[src/rtl/ctrl_pkg.sv]
// ============================================================================
// Module      : ctrl_pkg
// Description : Shared opcodes, control-word bit map and T-state encoding
//               for the 8-bit computer control sequencer.
// Revision    : 1.0  initial release
// ============================================================================
`default_nettype none

package ctrl_pkg;

   localparam int CW_WIDTH = 16;
   localparam int T_STATES = 5;

   typedef logic [3:0]          opcode_t;
   typedef logic [CW_WIDTH-1:0] ctrl_word_t;

   localparam opcode_t OP_NOP = 4'h0;
   localparam opcode_t OP_LDA = 4'h1;
   localparam opcode_t OP_ADD = 4'h2;
   localparam opcode_t OP_SUB = 4'h3;
   localparam opcode_t OP_STA = 4'h4;
   localparam opcode_t OP_LDI = 4'h5;
   localparam opcode_t OP_JMP = 4'h6;
   localparam opcode_t OP_JC  = 4'h7;
   localparam opcode_t OP_JZ  = 4'h8;
   localparam opcode_t OP_OUT = 4'hE;
   localparam opcode_t OP_HLT = 4'hF;

   localparam int CW_HLT = 15;
   localparam int CW_MI  = 14;
   localparam int CW_RI  = 13;
   localparam int CW_RO  = 12;
   localparam int CW_IO  = 11;
   localparam int CW_II  = 10;
   localparam int CW_AI  = 9;
   localparam int CW_AO  = 8;
   localparam int CW_EO  = 7;
   localparam int CW_SU  = 6;
   localparam int CW_BI  = 5;
   localparam int CW_OI  = 4;
   localparam int CW_CE  = 3;
   localparam int CW_CO  = 2;
   localparam int CW_J   = 1;
   localparam int CW_FI  = 0;

   typedef enum logic [2:0] {
      T0 = 3'd0,
      T1 = 3'd1,
      T2 = 3'd2,
      T3 = 3'd3,
      T4 = 3'd4
   } tstate_e;

endpackage

`default_nettype wire

[src/rtl/control_unit_if.sv]
// ============================================================================
// Module      : control_unit_if
// Description : Control-strobe and status bundle between the sequencer
//               (master) and the datapath (slave).
// Revision    : 1.0  initial release
// ============================================================================
`default_nettype none

interface control_unit_if;

   ctrl_pkg::opcode_t opcode;
   logic              alu_carry;
   logic              alu_zero;
   logic              hlt;
   logic              mi, ri, ro;
   logic              io, ii;
   logic              ai, ao, bi;
   logic              eo, su, fi;
   logic              oi;
   logic              ce, co, j;
   logic [2:0]        step;
   logic              flag_c, flag_z;

   modport master (
      input  opcode, alu_carry, alu_zero,
      output hlt, mi, ri, ro, io, ii, ai, ao, bi, eo, su, fi, oi, ce, co, j,
      output step, flag_c, flag_z
   );

   modport slave (
      output opcode, alu_carry, alu_zero,
      input  hlt, mi, ri, ro, io, ii, ai, ao, bi, eo, su, fi, oi, ce, co, j,
      input  step, flag_c, flag_z
   );

endinterface

`default_nettype wire

[src/rtl/ctrl_rom.sv]
// ============================================================================
// Module      : ctrl_rom
// Description : Combinational microcode: (T-state, opcode, flags) -> control
//               word. Conditional jumps and fi depend on CONDITIONAL_JUMP_EN.
// Revision    : 1.0  initial release
// ============================================================================
`default_nettype none

module ctrl_rom
   import ctrl_pkg::*;
(
   input  tstate_e    step_i,
   input  opcode_t    opcode_i,
   input  logic       flag_c_i,
   input  logic       flag_z_i,
   output ctrl_word_t ctrl_o
);

`ifndef CONDITIONAL_JUMP_EN
   logic w_unused_flags;
   assign w_unused_flags = flag_c_i ^ flag_z_i;
`endif

   always_comb begin
      ctrl_o = '0;
      case (step_i)
         T0: begin
            ctrl_o[CW_CO] = 1'b1;
            ctrl_o[CW_MI] = 1'b1;
         end
         T1: begin
            ctrl_o[CW_RO] = 1'b1;
            ctrl_o[CW_II] = 1'b1;
            ctrl_o[CW_CE] = 1'b1;
         end
         T2: begin
            case (opcode_i)
               OP_LDA, OP_ADD, OP_SUB, OP_STA: begin
                  ctrl_o[CW_IO] = 1'b1;
                  ctrl_o[CW_MI] = 1'b1;
               end
               OP_LDI: begin
                  ctrl_o[CW_IO] = 1'b1;
                  ctrl_o[CW_AI] = 1'b1;
               end
               OP_JMP: begin
                  ctrl_o[CW_IO] = 1'b1;
                  ctrl_o[CW_J]  = 1'b1;
               end
`ifdef CONDITIONAL_JUMP_EN
               // operand is always driven; only the PC load is conditional
               OP_JC: begin
                  ctrl_o[CW_IO] = 1'b1;
                  ctrl_o[CW_J]  = flag_c_i;
               end
               OP_JZ: begin
                  ctrl_o[CW_IO] = 1'b1;
                  ctrl_o[CW_J]  = flag_z_i;
               end
`endif
               OP_OUT: begin
                  ctrl_o[CW_AO] = 1'b1;
                  ctrl_o[CW_OI] = 1'b1;
               end
               OP_HLT: ctrl_o[CW_HLT] = 1'b1;
               default: ;
            endcase
         end
         T3: begin
            case (opcode_i)
               OP_LDA: begin
                  ctrl_o[CW_RO] = 1'b1;
                  ctrl_o[CW_AI] = 1'b1;
               end
               OP_ADD, OP_SUB: begin
                  ctrl_o[CW_RO] = 1'b1;
                  ctrl_o[CW_BI] = 1'b1;
               end
               OP_STA: begin
                  ctrl_o[CW_AO] = 1'b1;
                  ctrl_o[CW_RI] = 1'b1;
               end
               default: ;
            endcase
         end
         T4: begin
            if (opcode_i == OP_ADD || opcode_i == OP_SUB) begin
               ctrl_o[CW_EO] = 1'b1;
               ctrl_o[CW_AI] = 1'b1;
               ctrl_o[CW_SU] = (opcode_i == OP_SUB);
`ifdef CONDITIONAL_JUMP_EN
               ctrl_o[CW_FI] = 1'b1;
`endif
            end
         end
         default: ;
      endcase
   end

endmodule

`default_nettype wire

[src/rtl/control_unit.sv]
// ============================================================================
// Module      : control_unit
// Description : 5-state T-cycle sequencer with halt latch and flags register.
//               Optional feature macro: CONDITIONAL_JUMP_EN.
// Revision    : 1.0  initial release
// ============================================================================
`default_nettype none

module control_unit
   import ctrl_pkg::*;
(
   input  logic                 clk,
   input  logic                 rst,
   control_unit_if.master       bus
);

   tstate_e    step_q, step_d;
   logic       halted_q, halted_d;
   logic       flag_c_q, flag_z_q;
   ctrl_word_t rom_cw;
   ctrl_word_t cw;

   ctrl_rom u_rom (
      .step_i   (step_q),
      .opcode_i (bus.opcode),
      .flag_c_i (flag_c_q),
      .flag_z_i (flag_z_q),
      .ctrl_o   (rom_cw)
   );

   // reset wins over everything; a halted machine shows only hlt
   always_comb begin
      cw = rom_cw;
      if (rst) begin
         cw = '0;
      end else if (halted_q) begin
         cw         = '0;
         cw[CW_HLT] = 1'b1;
      end
   end

   always_comb begin
      step_d   = step_q;
      halted_d = halted_q;
      if (!halted_q && rom_cw[CW_HLT]) begin
         halted_d = 1'b1;
      end
      if (!halted_d) begin
         case (step_q)
            T0:      step_d = T1;
            T1:      step_d = T2;
            T2:      step_d = T3;
            T3:      step_d = T4;
            T4:      step_d = T0;
            default: step_d = T0;
         endcase
      end
   end

   always_ff @(posedge clk) begin
      if (rst) begin
         step_q   <= T0;
         halted_q <= 1'b0;
      end else begin
         step_q   <= step_d;
         halted_q <= halted_d;
      end
   end

`ifdef CONDITIONAL_JUMP_EN
   logic flag_c_d, flag_z_d;

   always_comb begin
      flag_c_d = flag_c_q;
      flag_z_d = flag_z_q;
      if (cw[CW_FI]) begin
         flag_c_d = bus.alu_carry;
         flag_z_d = bus.alu_zero;
      end
   end

   always_ff @(posedge clk) begin
      if (rst) begin
         flag_c_q <= 1'b0;
         flag_z_q <= 1'b0;
      end else begin
         flag_c_q <= flag_c_d;
         flag_z_q <= flag_z_d;
      end
   end
`else
   logic w_unused_alu;
   assign w_unused_alu = bus.alu_carry ^ bus.alu_zero;
   assign flag_c_q     = 1'b0;
   assign flag_z_q     = 1'b0;
`endif

   assign bus.hlt    = cw[CW_HLT];
   assign bus.mi     = cw[CW_MI];
   assign bus.ri     = cw[CW_RI];
   assign bus.ro     = cw[CW_RO];
   assign bus.io     = cw[CW_IO];
   assign bus.ii     = cw[CW_II];
   assign bus.ai     = cw[CW_AI];
   assign bus.ao     = cw[CW_AO];
   assign bus.bi     = cw[CW_BI];
   assign bus.eo     = cw[CW_EO];
   assign bus.su     = cw[CW_SU];
   assign bus.fi     = cw[CW_FI];
   assign bus.oi     = cw[CW_OI];
   assign bus.ce     = cw[CW_CE];
   assign bus.co     = cw[CW_CO];
   assign bus.j      = cw[CW_J];
   assign bus.step   = step_q;
   assign bus.flag_c = flag_c_q;
   assign bus.flag_z = flag_z_q;

endmodule

`default_nettype wire

[src/flat_wrapper.sv]
// flat-port wrapper written by rule: the top's interface ports become plain ports
module control_unit_flat import ctrl_pkg::*;
  (clk, rst, bus_opcode, bus_alu_carry, bus_alu_zero, bus_hlt, bus_mi, bus_ri, bus_ro, bus_io, bus_ii, bus_ai, bus_ao, bus_bi, bus_eo, bus_su, bus_fi, bus_oi, bus_ce, bus_co, bus_j, bus_step, bus_flag_c, bus_flag_z);
  control_unit_if bus_i ();
  input  logic clk;
  input  logic rst;
  input wire logic [$bits(bus_i.opcode)-1:0] bus_opcode;
  input wire logic [$bits(bus_i.alu_carry)-1:0] bus_alu_carry;
  input wire logic [$bits(bus_i.alu_zero)-1:0] bus_alu_zero;
  output wire logic [$bits(bus_i.hlt)-1:0] bus_hlt;
  output wire logic [$bits(bus_i.mi)-1:0] bus_mi;
  output wire logic [$bits(bus_i.ri)-1:0] bus_ri;
  output wire logic [$bits(bus_i.ro)-1:0] bus_ro;
  output wire logic [$bits(bus_i.io)-1:0] bus_io;
  output wire logic [$bits(bus_i.ii)-1:0] bus_ii;
  output wire logic [$bits(bus_i.ai)-1:0] bus_ai;
  output wire logic [$bits(bus_i.ao)-1:0] bus_ao;
  output wire logic [$bits(bus_i.bi)-1:0] bus_bi;
  output wire logic [$bits(bus_i.eo)-1:0] bus_eo;
  output wire logic [$bits(bus_i.su)-1:0] bus_su;
  output wire logic [$bits(bus_i.fi)-1:0] bus_fi;
  output wire logic [$bits(bus_i.oi)-1:0] bus_oi;
  output wire logic [$bits(bus_i.ce)-1:0] bus_ce;
  output wire logic [$bits(bus_i.co)-1:0] bus_co;
  output wire logic [$bits(bus_i.j)-1:0] bus_j;
  output wire logic [$bits(bus_i.step)-1:0] bus_step;
  output wire logic [$bits(bus_i.flag_c)-1:0] bus_flag_c;
  output wire logic [$bits(bus_i.flag_z)-1:0] bus_flag_z;
  assign bus_i.opcode = bus_opcode;
  assign bus_i.alu_carry = bus_alu_carry;
  assign bus_i.alu_zero = bus_alu_zero;
  assign bus_hlt = bus_i.hlt;
  assign bus_mi = bus_i.mi;
  assign bus_ri = bus_i.ri;
  assign bus_ro = bus_i.ro;
  assign bus_io = bus_i.io;
  assign bus_ii = bus_i.ii;
  assign bus_ai = bus_i.ai;
  assign bus_ao = bus_i.ao;
  assign bus_bi = bus_i.bi;
  assign bus_eo = bus_i.eo;
  assign bus_su = bus_i.su;
  assign bus_fi = bus_i.fi;
  assign bus_oi = bus_i.oi;
  assign bus_ce = bus_i.ce;
  assign bus_co = bus_i.co;
  assign bus_j = bus_i.j;
  assign bus_step = bus_i.step;
  assign bus_flag_c = bus_i.flag_c;
  assign bus_flag_z = bus_i.flag_z;
  control_unit u_core (.clk(clk), .rst(rst), .bus(bus_i));
endmodule
[config.mk]
export PLATFORM = sky130hd
export DESIGN_NAME = control_unit_flat
export DESIGN_NICKNAME = d
export VERILOG_FILES = /design/src/rtl/ctrl_pkg.sv /design/src/rtl/control_unit_if.sv /design/src/rtl/ctrl_rom.sv /design/src/rtl/control_unit.sv /design/src/flat_wrapper.sv
export SDC_FILE = /design/constraint.sdc
export NUM_CORES = 1
export LEC_CHECK = 0
export ABC_AREA = 0
export BUFFER_PORTS_ARGS = -buffer_cell sky130_fd_sc_hd__buf_2
export CAP_MARGIN = 10
export CORE_AREA = 4 4 41 43
export DETAILED_ROUTE_END_ITERATION = 10
export DIE_AREA = 0 0 45 47
export PLACE_DENSITY = 0.66
export SKIP_LAST_GASP = 1
export SYNTH_ARGS = -nofsm -noshare
export SYNTH_HDL_FRONTEND = slang
export SYNTH_SLANG_ARGS = --single-unit
export TNS_END_PERCENT = 1
[constraint.sdc]
create_clock -name clk -period 3.8 [get_ports clk]
set_clock_uncertainty 0.1 [all_clocks]
set_input_delay 1.14 -clock clk [delete_from_list [all_inputs] [get_ports clk]]
set_output_delay 1.14 -clock clk [all_outputs]
set_load 0.02 [all_outputs]
==> metrics.yaml, run 1 <==
clock_tree:
  clock_tree_root_buffer_cell: "sky130_fd_sc_hd__clkbuf_4"
  count_of_hold_fix_buffers_inserted_at_cts: 0
  clk_latency_ns: 0.24
  clockBufferDepth: 2
  cts_repair_resize_count: 0
  htree_levels: 1
  numClockSinks: 4
  cts_setup_buffers: 0
  clk_transition_reported_paths_ns: 0.04
  tritoncts_clock_tree: "built"
  cts_buffers: 3
yosys:
  synth.distinct_cells: 31
  synth_flop_cell: "sky130_fd_sc_hd__dfxtp_1"
  synth-edff-count: 0
  async_reset_ff_share_pct: 0
  syn_inst: 68
  synth_seq_area_share_pct: 17.8
  yosys_warnings: 0
  synthesis.area_um2: 450
  syn-mean-instance-area_um2: 6.62
  number_of_synthesized_register_bits: 4
placed_design:
  dpl.hpwl_um: 908
  dpl.cell_count: 101
  placed_standard_cell_area_um2: 549
  routabilityCongestion: 0.782
  placement.io_buffers: 23
run:
  max-cap-violations: 0
die:
  die_x_um: 45
  core_area_mm2: 0.00130
  pin_count: 29
  die_height_um: 47
  floorplan.initialDensity_pct: 34.6
  floorplan.die_area_mm2: 0.00212
  row_count: 13
setup_path:
  worst_setup_path_end_kind: "output pin"
  timing.critical_path.fanout_max: 3
  path_class: "primary input to output pin"
  required_ns: 2.56
  critPathArrivalTime_ns: 2.39
  critical_path.startpoint_type: "primary input"
  ff2ff_path_depth: 3
layout:
  areaGrowthSynthToFinish_pct: 26.9
  layout.filler_cells: 161
  antenna-diode-count: 0
  leading_cell_type_in_the_layout_fill_and_taps_excluded: "sky130_fd_sc_hd__buf_2"
  layout.nets: 99
  drive_gt1_share_pct: 36.0
  final_cells: 104
  layout.cells.most_common_list: "23 x sky130_fd_sc_hd__buf_2, 13 x sky130_fd_sc_hd__nor2_1, 6 x sky130_fd_sc_hd__nand2_1"
  post_layout_instance_area_um2: 572
  postLayoutCoreUtil_pct: 43.9
sta:
  grt_setup_unrepaired: "false"
  maxClockFrequency_mhz: 276
  fin_tns_setup_ns: 0
  timing_max_transition_violations_final: 0
  period_minus_slack_ns: 3.63
  hold_viol_final: 0
  period_share_pct: 95.4
  setup-violations-final: 0
detailed_routing:
  ant_nets: 0
  wl_per_cell_um: 11.3
  routed-via-count: 546
  drc: 0
  detail_route.vias_per_cell: 5.25
  drt_wl_total_um: 1170
  drt-pass1-iter-count: 4
  drt-initial-drc-count: 5
min_path:
  whs_path_depth: 2
  hold_path.class: "flip-flop to flip-flop"
global_routing:
  number_of_global_route_vias_before_repair: 477
  grt_first_pass_wirelength_um: 1980
  antenna_found_initial: 0
  pin_count_of_the_biggest_net_entering_global_routing: 13
  grtUsageTotal_pct: 12.5
  overflow: 0
power_and_ir_drop:
  pwr_density_cell_mw_per_mm2: 283
  power.ir.vdd_worst_mv: 0.117
  p_leak_nw: 0.280
run_status:
  outcome: "complete, no violations"
cell families after synthesis:
family                 count (synthesis)  synth area share [%]
other                                  1                 0.833
buffers and inverters                 10                  13.6
XOR/XNOR                               1                  1.94
AND/OR/NAND/NOR                       40                  47.2
AO/OA/AOI/OAI                         12                  18.6
flip-flops                             4                  17.8
cells in the mapped netlist, types with 2 or more instances:
cell	instances	area, µm²
sky130_fd_sc_hd__a21oi_1	2	10.0
sky130_fd_sc_hd__buf_4	4	30.0
sky130_fd_sc_hd__clkbuf_1	3	11.3
sky130_fd_sc_hd__dfxtp_1	4	80.1
sky130_fd_sc_hd__nand2_1	6	22.5
sky130_fd_sc_hd__nand2b_1	2	12.5
sky130_fd_sc_hd__nand4_1	2	12.5
sky130_fd_sc_hd__nor2_1	13	48.8
sky130_fd_sc_hd__nor2b_1	3	18.8
sky130_fd_sc_hd__nor3_1	4	20.0
sky130_fd_sc_hd__nor3b_1	3	22.5
sky130_fd_sc_hd__nor4_1	2	12.5
sky130_fd_sc_hd__o21ai_0	2	10.0
per-stage QoR:
step	hold slack [ns]	power [mW]	setup WS, ns
3_5_place_dp	0.487	0.109	0.165
3_3_place_gp	0.472	0.109	0.164
4_1_cts	0.495	0.165	0.166
2_1_floorplan	0.460	0.0949	0.118
6_report	0.501	0.162	0.175
5_1_grt	0.521	0.174	0.114
registers in the layout (all words and copies together) (netlist names):
register	cells
u_core.halted_q	1
u_core.bus.step	3
cell type report:
type / count / area (µm²) / share of cell area (%)
repair buffers: 25 / 130 / 22.8
multi-input cells: 56 / 317 / 55.4
well taps: 15 / 18.8 / 3.28
inverters: 1 / 3.75 / 0.656
clock buffers: 3 / 22.5 / 3.94
flip-flops and latches: 4 / 80.1 / 14.0
report_power, final:
part | internal, mW | switching (mW) | leakage (nW)
Clock | 0.0354 | 0.0180 | 0.0138
Combinational | 0.0213 | 0.0346 | 0.234
Sequential | 0.0450 | 0.00776 | 0.0328
metal layers:
| layer | track usage [%] | share of wire [%] | vias to the layer above |
|---|---|---|---|
| met4 | 7.02 | 1.0 | 0 |
| li1 | - | - | 275 |
| met5 | 0 | 0 | - |
| met3 | 2.30 | 6.3 | 2 |
| met2 | 21.2 | 49 | 16 |
| met1 | 14.8 | 44 | 253 |
worst max-delay path: stages:
cell and delay (ns):
sky130_fd_sc_hd__buf_2 0.10, sky130_fd_sc_hd__or4b_4 0.48, sky130_fd_sc_hd__or3_4 0.38, sky130_fd_sc_hd__a21oi_2 0.11, sky130_fd_sc_hd__buf_2 0.16
final timing paths:
check                startpoint            endpoint  slack (ns)
max                         rst              bus_ao        0.17
min reg2reg     u_core.halted_q  u_core.bus.step[0]        0.50
min             u_core.halted_q  u_core.bus.step[0]        0.50
max reg2reg  u_core.bus.step[1]     u_core.halted_q        2.43
Power figures use the tool's default switching activity.
==> run 2: changes to the inputs <==
- CTS_BUF_LIST: not set -> sky130_fd_sc_hd__clkbuf_16
- PLACE_DENSITY: 0.66 -> 0.75
- clock period: 3.8 -> 4.3 ns (I/O delays scaled with it)
==> metrics.yaml, run 2 (synthesized netlist as in run 1, its figures left out) <==
run_status:
  outcome: "complete, no violations"
detailed_routing:
  routed-via-count: 545
  detail_route.vias_per_cell: 5.34
  drt_wl_total_um: 1190
  wl_per_cell_um: 11.7
  ant_nets: 0
  drt-pass1-iter-count: 4
  drc: 0
  drt-initial-drc-count: 13
clock_tree:
  clock_tree_root_buffer_cell: "sky130_fd_sc_hd__clkbuf_16"
  tritoncts_clock_tree: "built"
  count_of_hold_fix_buffers_inserted_at_cts: 0
  htree_levels: 1
  numClockSinks: 4
  clk_transition_reported_paths_ns: 0.03
  cts_setup_buffers: 0
  clk_latency_ns: 0.22
  clockBufferDepth: 2
  cts_repair_resize_count: 0
  cts_buffers: 3
layout:
  antenna-diode-count: 0
  areaGrowthSynthToFinish_pct: 35.3
  layout.cells.most_common_list: "23 x sky130_fd_sc_hd__buf_2, 13 x sky130_fd_sc_hd__nor2_1, 6 x sky130_fd_sc_hd__nand2_1"
  final_cells: 102
  number_of_flip_flops_in_the_largest_register: 3
  post_layout_instance_area_um2: 609
  leading_cell_type_in_the_layout_fill_and_taps_excluded: "sky130_fd_sc_hd__buf_2"
  layout.nets: 97
  drive_gt1_share_pct: 34.5
  postLayoutCoreUtil_pct: 46.8
placed_design:
  routabilityCongestion: 0.751
  place_worst_setup_slack_ns: 0.302
  placed_standard_cell_area_um2: 534
  dpl.cell_count: 99
  dpl.hpwl_um: 889
  placement.io_buffers: 23
power_and_ir_drop:
  pwr_density_cell_mw_per_mm2: 392
  power.combinational.fraction_pct: 20.1
  power.ir.vdd_worst_mv: 0.236
  power.switching_uw: 62.4
  total_power_consumption_of_the_routed_design_uw: 239
  power.internal_uw: 176
  p_leak_nw: 0.294
  seqPwrFrac_pct: 19.5
  p_clk_share_pct: 60.4
  switching_share_of_power_pct: 26.2
setup_path:
  timing.critical_path.fanout_max: 8
  critical_path.startpoint_type: "primary input"
  required_ns: 2.91
  ff2ff_path_depth: 3
  crit-reg2reg-capture: "u_core.halted_q"
  critical_path.endpoint: "bus_ao"
  worst_setup_path_end_kind: "output pin"
  critPathLaunch: "rst"
  path_class: "primary input to output pin"
  reg2reg_slack_ns: 2.94
  critical_path.reg2reg.startpoint: "u_core.bus.step[1]"
  critPathArrivalTime_ns: 2.60
run:
  max-cap-violations: 0
global_routing:
  number_of_global_route_vias_before_repair: 437
  grtUsageTotal_pct: 11.6
  overflow: 0
  antenna_found_initial: 0
  grt_first_pass_wirelength_um: 1840
  pin_count_of_the_biggest_net_entering_global_routing: 13
die:
  floorplan.initialDensity_pct: 34.6
  die_height_um: 47
  row_count: 13
  floorplan.die_area_mm2: 0.00212
  core_area_mm2: 0.00130
  pin_count: 29
  die_x_um: 45
min_path:
  hold_path.class: "flip-flop to flip-flop"
  whs_path_depth: 2
sta:
  final_worst_hold_slack_ns: 0.501
  setup-violations-final: 0
  fin_tns_setup_ns: 0
  maxClockFrequency_mhz: 251
  finalWorstSetupSlack_ns: 0.313
  period_minus_slack_ns: 3.99
  timing_max_transition_violations_final: 0
  period_share_pct: 92.7
  hold_viol_final: 0
  grt_setup_unrepaired: "false"
==> run 2: cell count changes in the layout (fill, tap and decap cells not counted) <==
cell / change
sky130_fd_sc_hd__clkbuf_16: +3
sky130_fd_sc_hd__buf_4: -2
sky130_fd_sc_hd__clkbuf_4: -3
==> run 2: power groups by stage <==
| stage | clock, mW | combinational (mW) | sequential [mW] |
|---|---|---|---|
| floorplan | 0 | 0.0390 | 0.0448 |
| global placement | 0 | 0.0475 | 0.0469 |
| detailed placement | 0 | 0.0478 | 0.0468 |
| CTS | 0.147 | 0.0481 | 0.0464 |
| global route | 0.150 | 0.0526 | 0.0478 |
| finish | 0.144 | 0.0480 | 0.0465 |
==> run 2: layer usage <==
| metal | share of wire (%) | GRT usage [%] | wire, µm | up-vias |
|---|---|---|---|---|
| met5 | 0 | 0 | 0 | - |
| met1 | 47 | 16.6 | 565 | 255 |
| met4 | 0 | 0 | 0 | 0 |
| li1 | - | - | - | 273 |
| met2 | 42 | 16.4 | 503 | 17 |
| met3 | 10 | 6.13 | 122 | 0 |
==> run 2: worst min path at each step <==
| stage | from | end | slack [ns] |
|---|---|---|---|
| 2_1_floorplan | u_core.halted_q | u_core.halted_q | 0.46 |
| 3_3_place_gp | u_core.halted_q | u_core.bus.step[0] | 0.47 |
| 3_5_place_dp | u_core.halted_q | u_core.bus.step[0] | 0.48 |
| 4_1_cts | u_core.halted_q | u_core.bus.step[0] | 0.50 |
| 5_1_grt | u_core.halted_q | u_core.bus.step[0] | 0.53 |
| 6_report | u_core.halted_q | u_core.bus.step[0] | 0.50 |
==> run 2: cell type report <==
type / instances / area, µm²
flip-flops and latches: 4 / 80.1
repair buffers: 23 / 115
well taps: 15 / 18.8
clock buffers: 3 / 75.1
fillers: 142 / 692
inverters: 1 / 3.75
multi-input cells: 56 / 317
==> run 2: critical path, stage by stage <==
cell	delay, ns
sky130_fd_sc_hd__buf_2	0.14
sky130_fd_sc_hd__or4b_4	0.50
sky130_fd_sc_hd__or3_4	0.39
sky130_fd_sc_hd__a21oi_2	0.11
sky130_fd_sc_hd__buf_2	0.17
